===== src/rtl/truth_table_sweeper.sv =====
// Sweeps a 3-input circuit through all 8 input patterns and holds each one for
// HOLD_CYCLES clocks. It captures {x,y} at the end of each hold and grades it against EXPECTED.
module truth_table_sweeper #(
    parameter int          HOLD_CYCLES = 2,
    parameter logic [15:0] EXPECTED    = 16'hD668
) (
    input  logic        clk,
    input  logic        reset,
    input  logic        start,
    input  logic        x_in,
    input  logic        y_in,
    output logic        a,
    output logic        b,
    output logic        c,
    output logic        busy,
    output logic        done,
    output logic        pass,
    output logic [15:0] result,
    output logic [3:0]  mismatch_count,
    output logic [2:0]  first_fail
);

    typedef enum logic [1:0] {IDLE, DRIVE, DONE} state_t;

    localparam logic [7:0] LAST = 8'(HOLD_CYCLES - 1);

    state_t      state, state_d;
    logic [2:0]  row, row_d;
    logic [7:0]  cnt, cnt_d;
    logic [15:0] result_d;
    logic [3:0]  mc_d;
    logic [2:0]  ff_d;
    logic        pass_d;
    logic [2:0]  abc_q, abc_d;
    logic [1:0]  sample, exp_row;

    assign sample  = {x_in, y_in};
    assign exp_row = EXPECTED[{row, 1'b0} +: 2];

    always_comb begin
        state_d  = state;
        row_d    = row;
        cnt_d    = cnt;
        result_d = result;
        mc_d     = mismatch_count;
        ff_d     = first_fail;
        pass_d   = pass;
        case (state)
            IDLE, DONE: begin
                if (start) begin
                    state_d  = DRIVE;
                    row_d    = 3'd0;
                    cnt_d    = 8'd0;
                    result_d = 16'h0000;
                    mc_d     = 4'd0;
                    ff_d     = 3'd0;
                    pass_d   = 1'b0;
                end
            end
            DRIVE: begin
                if (cnt != LAST) begin
                    cnt_d = cnt + 8'd1;
                end else begin
                    result_d[{row, 1'b0} +: 2] = sample;
                    if (sample != exp_row) begin
                        mc_d = mismatch_count + 4'd1;
                        // Only the lowest failing row is reported.
                        if (mismatch_count == 4'd0) ff_d = row;
                    end
                    cnt_d = 8'd0;
                    if (row == 3'd7) begin
                        state_d = DONE;
                        pass_d  = (mc_d == 4'd0);
                    end else begin
                        row_d = row + 3'd1;
                    end
                end
            end
            default: state_d = IDLE;
        endcase
        // Stimulus is registered from the next-state row so it tracks row exactly while in DRIVE.
        abc_d = (state_d == DRIVE) ? row_d : 3'd0;
    end

    always_ff @(posedge clk or posedge reset) begin
        if (reset) begin
            state          <= IDLE;
            row            <= 3'd0;
            cnt            <= 8'd0;
            result         <= 16'h0000;
            mismatch_count <= 4'd0;
            first_fail     <= 3'd0;
            pass           <= 1'b0;
            abc_q          <= 3'd0;
        end else begin
            state          <= state_d;
            row            <= row_d;
            cnt            <= cnt_d;
            result         <= result_d;
            mismatch_count <= mc_d;
            first_fail     <= ff_d;
            pass           <= pass_d;
            abc_q          <= abc_d;
        end
    end

    assign {a, b, c} = abc_q;
    assign busy      = (state == DRIVE);
    assign done      = (state == DONE);

endmodule


===== config.mk =====
export PLATFORM = sky130hd
export DESIGN_NAME = truth_table_sweeper
export DESIGN_NICKNAME = d
export VERILOG_FILES = /design/src/rtl/truth_table_sweeper.sv
export SDC_FILE = /design/constraint.sdc
export NUM_CORES = 1
export LEC_CHECK = 0
export CAP_MARGIN = 20
export CELL_PAD_IN_SITES_DETAIL_PLACEMENT = 0
export CELL_PAD_IN_SITES_GLOBAL_PLACEMENT = 1
export CORE_MARGIN = 2
export CORE_UTILIZATION = 37
export DETAILED_ROUTE_END_ITERATION = 12
export MAX_ROUTING_LAYER = met4
export PLACE_DENSITY = 0.84
export SYNTH_ARGS = -nofsm -noshare
export SYNTH_HDL_FRONTEND = slang
export SYNTH_SLANG_ARGS = --single-unit

===== constraint.sdc =====
create_clock -name clk -period 2.15 [get_ports clk]
set_input_delay 0.3225 -clock clk [delete_from_list [all_inputs] [get_ports clk]]
set_output_delay 0.3225 -clock clk [all_outputs]
set_load 0.005 [all_outputs]

# Word-level counts from Yosys, hierarchy flattened

Index checks and enable logic that the tools add are counted.

Word-level logic and storage cells: 66
Input port bits: 5
Bits in registers: 40

Shift operators: 3
Mux-type cells: 31
Equal/unequal tests: 11
Reductions and logical operators: 9
$add $sub $neg: 4

Operator list:

| kind                    | number |
|---|---|
| $mux 16                 | 2 |
| $pmux 16 s2             | 1 |
| $mux 3                  | 8 |
| $mux 4                  | 5 |
| $bwmux 16               | 1 |
| $mux 8                  | 2 |
| $pmux 8 s2              | 1 |
| $shift 2x6->16 const A  | 1 |
| $shiftx 16x5->2 const A | 1 |
| $shiftx 2x6->16         | 1 |
| $pmux 3 s2              | 2 |
| $add 8x1->8 const B     | 1 |
| $logic_not 4->1         | 2 |
| $ne 8x1->1 const B      | 1 |
| $pmux 4 s2              | 1 |
| $mux 2                  | 3 |
| $ne 2x1->1 const B      | 3 |
| $neg 4->6               | 1 |
| $reduce_and 5->1        | 1 |
| $add 4x1->4 const B     | 1 |
| $eq 2x1->1 const B      | 2 |
| $ne 2x2->1 const B      | 2 |
| $pmux 2 s2              | 1 |
| $reduce_and 4->1        | 1 |
| 11 further kinds        | 13 |

# Longest topological paths before layout

Word-level depth: 9
Depth in mapped cells: 8
Depth with buffers taken out: 7

# Worst setup path after synthesis

OpenSTA, ideal clock, no wires.

Kind: flip-flop to flip-flop
Start: reg row[0]
End: reg pass
Clock period less this slack: 2225 ps
Arrival: 2159 ps
Path slack: -75 ps
Library setup time: 66 ps
Cell stages (with the launch flop): 9
Data required time: 2084 ps
Path through: dfrtp_1 inv_1 ha_1 buf_2 xor2_1 and3_1 or4_1 o311ai_0 a31o_1

Word-level cells in the longest chain between the ends: 9
Elaborated cells on any way between the ends: 12
Those cells by class: 3 x eq/ne; 1 x shift; 6 x mux; 2 x reduce/logical

Ends and longest elaborated chain:

| what                     | RTL line | source |
|---|---|---|
| start: declaration       | 28       | `logic [2:0] row, row_d;` |
| start signal: assignment | 97       | `row <= row_d;` |
| $shiftx 16x5->2          | 38       | `assign exp_row = EXPECTED[{row, 1'b0} +: 2];` |
| $ne 2x2->1               | 65       | `if (sample != exp_row) begin` |
| $mux 4                   | 65       |  |
| $mux 4                   | 61       | `if (cnt != LAST) begin` |
| $mux 4                   | 48       | `case (state)` |
| $logic_not 4->1          | 73       | `pass_d = (mc_d == 4'd0);` |
| $mux 1                   | 71       | `if (row == 3'd7) begin` |
| $mux 1                   | 61       |  |
| $pmux 1 s2               | 48       |  |
| end signal: assignment   | 102      | `pass <= pass_d;` |
| end: declaration         | 17       | `output logic pass,` |

Several ways; a longest one is shown, not always the timed one. The select of a mux whose other input is x is not followed.
A chain may end at the register's enable or synchronous reset.

# Worst setup path after layout

Start: reg row[1]
End: reg pass

The elaborated chain is that of the path after synthesis.

==> metrics.json <==
{
  "synthesis.nets": 253,
  "nNetsFinal": 305,
  "timing.critical_path.required_ps": 2380,
  "netlist_instances": 239,
  "timing.clock.skew_ps": 5.01,
  "critical_path.top_delay_family": "simple AND/OR/NAND/NOR gates",
  "worst_slew_pin_slew_ps": 577,
  "floorplan.initialDensity_pct": 37.9,
  "mean_area_per_synthesized_cell_sq_um": 9.34,
  "buffers_plus_inverters_on_the_worst_setup_path": 1,
  "later_pin_clock_latency_in_the_skew_report_ps": 290,
  "power.density_nw_per_um2": 1180,
  "cts_num_sinks": 40,
  "yosys.cell_types.count": 52,
  "clockBufferDepth": 2,
  "viasPerCell": 5.27,
  "switching_share_pct": 40.1,
  "hold_path.class": "input pin to asynchronous set/reset pin",
  "ctsHtreeMaxLevel": 2,
  "synth_area_sq_um": 2230,
  "grt_start_max_net_pins": 41,
  "grt_pass1_wl_um": 8870,
  "worstPathCellList": "inv_1 > ha_4 > xor2_2 > and3_4 > or4_1 > o311ai_0 > a31o_1",
  "cts.reportedPaths.clkPinSlew_ps": 80,
  "clock_tree_from_tritoncts": "done",
  "dominantRegCellSynth": "sky130_fd_sc_hd__dfrtp_1",
  "antenna_cells_inserted": 0,
  "power.net_switching_mw": 1.37,
  "die_width_um": 81.7,
  "finalHoldViolCount": 0,
  "setup_viol": 0,
  "detailroute.via_count": 1930,
  "synth_enable_flop_cells": 0,
  "power_frac_seq_pct": 34.0,
  "fp.dieH_um": 81.7,
  "timing.slew.headroom_pct": 61.5,
  "cap_violations": 0,
  "p_leak_nw": 1.21,
  "totalWireLength_um": 5410,
  "overall_power_after_layout_mw": 3.41,
  "fmax_mhz": 487,
  "startpoint_type_of_the_worst_setup_path": "flop",
  "timing.final.max_slew_violations": 0,
  "io_pins": 34,
  "power.combinational.fraction_pct": 52.2,
  "final_antenna_net_count": 0,
  "cts_root_buf": "sky130_fd_sc_hd__clkbuf_8",
  "iteration_0_drc_markers": 129,
  "area_growth_pct": 29.0,
  "global_route.overflow_total": 0,
  "cp_max_fo": 4,
  "internal-power_mw": 2.04,
  "synth-seq-area-share_pct": 44.8,
  "vias_in_the_first_global_route": 1788,
  "post-route-drc-count": 0,
  "global_route.usage.total_pct": 18.1,
  "worst_setup_path_end_kind": "flop",
  "period_needed_ps": 2050,
  "synthArstFlopShare_pct": 100,
  "multi_input_area_sq_um": 1180,
  "rows": 28,
  "worst_slack_ps": 98.6,
  "hpwl_um": 3880,
  "io_buffers": 33,
  "outcome": "complete, no violations",
  "timing.final.crit_share_pct": 95.4,
  "ff_latch_area_sq_um": 1000,
  "postSynthRegisterBits": 40,
  "grt_antenna_before_repair": 0,
  "cp.arrival_ps": 2280,
  "power_frac_clock_pct": 13.8,
  "cts.hold.buffers_added": 0,
  "placeableCoreArea_sq_um": 5890,
  "firstDrtPassIters": 4,
  "fillerInstances": 548,
  "rsz0062_at_grt": "false",
  "detailedPlace.worstSlack_ps": -16.4,
  "cp_slowest_stage_delay_ps": 480,
  "route.detailed.wl_per_inst_um": 14.8,
  "place.gp.congestion": 0.886,
  "area_enclosed_by_the_die_boundary_sq_um": 6670,
  "timing.critical_path.slowest_stage_cell": "sky130_fd_sc_hd__or4_1",
  "vdd_drop_max_mv": 0.526,
  "ratio_of_cells_with_drive_above_1_in_the_final_layout_pct": 16.8,
  "synthesis.yosys.warnings": 0,
  "critical_path_class": "flop to flop",
  "cts-buffers-inserted": 5
}
-- power groups by stage --
| stage | Sequential (mW) | Clock (mW) | Combinational [mW] |
|---|---|---|---|
| finish | 1.16 | 0.470 | 1.78 |
| global route | 1.19 | 0.532 | 1.97 |
| CTS | 1.16 | 0.490 | 1.68 |
| detailed placement | 1.17 | 0 | 1.67 |
| global placement | 1.17 | 0 | 1.65 |
| floorplan | 1.16 | 0 | 1.03 |
-- cell usage in the layout (no fill, tap or decap), types with 2 or more instances in the layout --
cell type                         count
sky130_fd_sc_hd__nand3_1              5
sky130_fd_sc_hd__a21oi_1             11
sky130_fd_sc_hd__o21ai_1              5
sky130_fd_sc_hd__a22o_1               3
sky130_fd_sc_hd__and3_1               6
sky130_fd_sc_hd__or3b_4               2
sky130_fd_sc_hd__and3_4               2
sky130_fd_sc_hd__a21o_1               2
sky130_fd_sc_hd__nor2_1              14
sky130_fd_sc_hd__a32o_1               3
sky130_fd_sc_hd__a31oi_1              4
sky130_fd_sc_hd__nand4_1              5
sky130_fd_sc_hd__nand2b_1             5
sky130_fd_sc_hd__nor3_1               4
sky130_fd_sc_hd__xnor2_1              3
sky130_fd_sc_hd__inv_1                7
sky130_fd_sc_hd__o31ai_1              5
sky130_fd_sc_hd__o21ai_0             35
sky130_fd_sc_hd__buf_4               21
sky130_fd_sc_hd__nor2b_1              2
sky130_fd_sc_hd__mux2i_1              2
sky130_fd_sc_hd__clkbuf_8             5
sky130_fd_sc_hd__clkdlybuf4s50_1     33
sky130_fd_sc_hd__xor2_1               2
sky130_fd_sc_hd__ha_1                 7
sky130_fd_sc_hd__nand2_1             28
sky130_fd_sc_hd__dfrtp_1             39
-- final timing paths --
path,startpoint,endpoint,slack (ps),depth (start not counted)
min in group clk,cnt[7]$_DFFE_PP0P_,cnt[7]$_DFFE_PP0P_,500,1
max in group asynchronous,reset,row[0]$_DFF_PP0_,1330,3
hold / removal,reset,result[11]$_DFFE_PP0P_,450,3
setup / recovery,row[1]$_DFF_PP0_,pass$_DFFE_PP0P_,100,7
setup reg to reg,row[1]$_DFF_PP0_,pass$_DFFE_PP0P_,100,7
hold reg to reg,cnt[7]$_DFFE_PP0P_,cnt[7]$_DFFE_PP0P_,500,1
-- cells in the mapped netlist, types with 2 or more instances --
| cell | instances | area [sq um] |
|---|---|---|
| sky130_fd_sc_hd__or2b_2 | 2 | 17.5 |
| sky130_fd_sc_hd__nand4_1 | 5 | 31.3 |
| sky130_fd_sc_hd__and3_1 | 7 | 43.8 |
| sky130_fd_sc_hd__a22o_1 | 3 | 26.3 |
| sky130_fd_sc_hd__xor2_1 | 3 | 26.3 |
| sky130_fd_sc_hd__a32o_1 | 3 | 30.0 |
| sky130_fd_sc_hd__o31ai_1 | 5 | 37.5 |
| sky130_fd_sc_hd__o21ai_0 | 35 | 175 |
| sky130_fd_sc_hd__nor2b_1 | 2 | 12.5 |
| sky130_fd_sc_hd__inv_1 | 8 | 30.0 |
| sky130_fd_sc_hd__o21ai_1 | 5 | 25.0 |
| sky130_fd_sc_hd__dfrtp_1 | 40 | 1000 |
| sky130_fd_sc_hd__ha_1 | 9 | 113 |
| sky130_fd_sc_hd__buf_2 | 4 | 20.0 |
| sky130_fd_sc_hd__nor3_1 | 4 | 20.0 |
| sky130_fd_sc_hd__a21oi_1 | 11 | 55.1 |
| sky130_fd_sc_hd__nand2b_1 | 5 | 31.3 |
| sky130_fd_sc_hd__nor2_1 | 15 | 56.3 |
| sky130_fd_sc_hd__or3b_2 | 2 | 17.5 |
| sky130_fd_sc_hd__mux2i_1 | 2 | 20.0 |
| sky130_fd_sc_hd__a31oi_1 | 4 | 25.0 |
| sky130_fd_sc_hd__nand2_1 | 28 | 105 |
| sky130_fd_sc_hd__nand3_1 | 5 | 25.0 |
| sky130_fd_sc_hd__a21o_1 | 2 | 15.0 |
| sky130_fd_sc_hd__xnor2_1 | 3 | 26.3 |
-- stage by stage --
stage          cell area [sq um]  utilization, %  hold WS (ps)  instances  setup TNS, ps
2_1_floorplan               2230               -           451        239              0
3_3_place_gp                2730            46.4           479        356              0
3_5_place_dp                2730            46.4           482        356          -27.3
4_1_cts                     2810            47.8           472        363              0
5_1_grt                     2880            48.9           500        366              0
6_report                    2880            48.9           454        366              0
-- flip-flops by register name, summed over array words and instances, names as in the netlist --
name	flops
first_fail	3
mismatch_count	4
abc_q	3
cnt	8
pass	1
row	3
state	2
result	16
-- final cells by class --
type,instances,share of cell area [%]
multi-input combinational,181,40.9
clock buffer,6,2.52
timing repair buffer,54,16.9
tap,75,3.26
sequential,40,34.8
clock inverter,1,0.174
inverter,9,1.39
-- kinds of logic after synthesis --
| family | Yosys count | synth area share, % |
|---|---|---|
| and+or+nand+nor | 89 | 22.1 |
| AOI/OAI and AO/OA | 75 | 20.5 |
| DFF | 40 | 44.8 |
| buffers and inverters | 18 | 4.26 |
| adders and majority gates | 9 | 5.04 |
| xor gates and xnor gates | 6 | 2.35 |
| muxes | 2 | 0.897 |
-- worst reg2reg max path: cells and delay by family, from the launching register on --
kind	cells	cell delay [ps]
flops	1	380
simple gates	2	680
fa+ha+maj	1	240
buf+inv	1	150
compound gates	2	340
xor+xnor	1	200
-- repair_timing --
action                     4_1_cts  5_1_grt
buffers inserted                 0        3
setup endpoints to repair        4       16
pin swaps                        0        1
resized for setup                2       10
-- layer usage --
metal	global-route usage [%]	up-vias	part of all wire [%]
met3	3.85	7	3.6
met2	25.2	52	44
met5	-	-	0
met4	7.00	0	1.4
met1	25.6	914	51
li1	-	957	-
(Power assumes the default switching activity.)
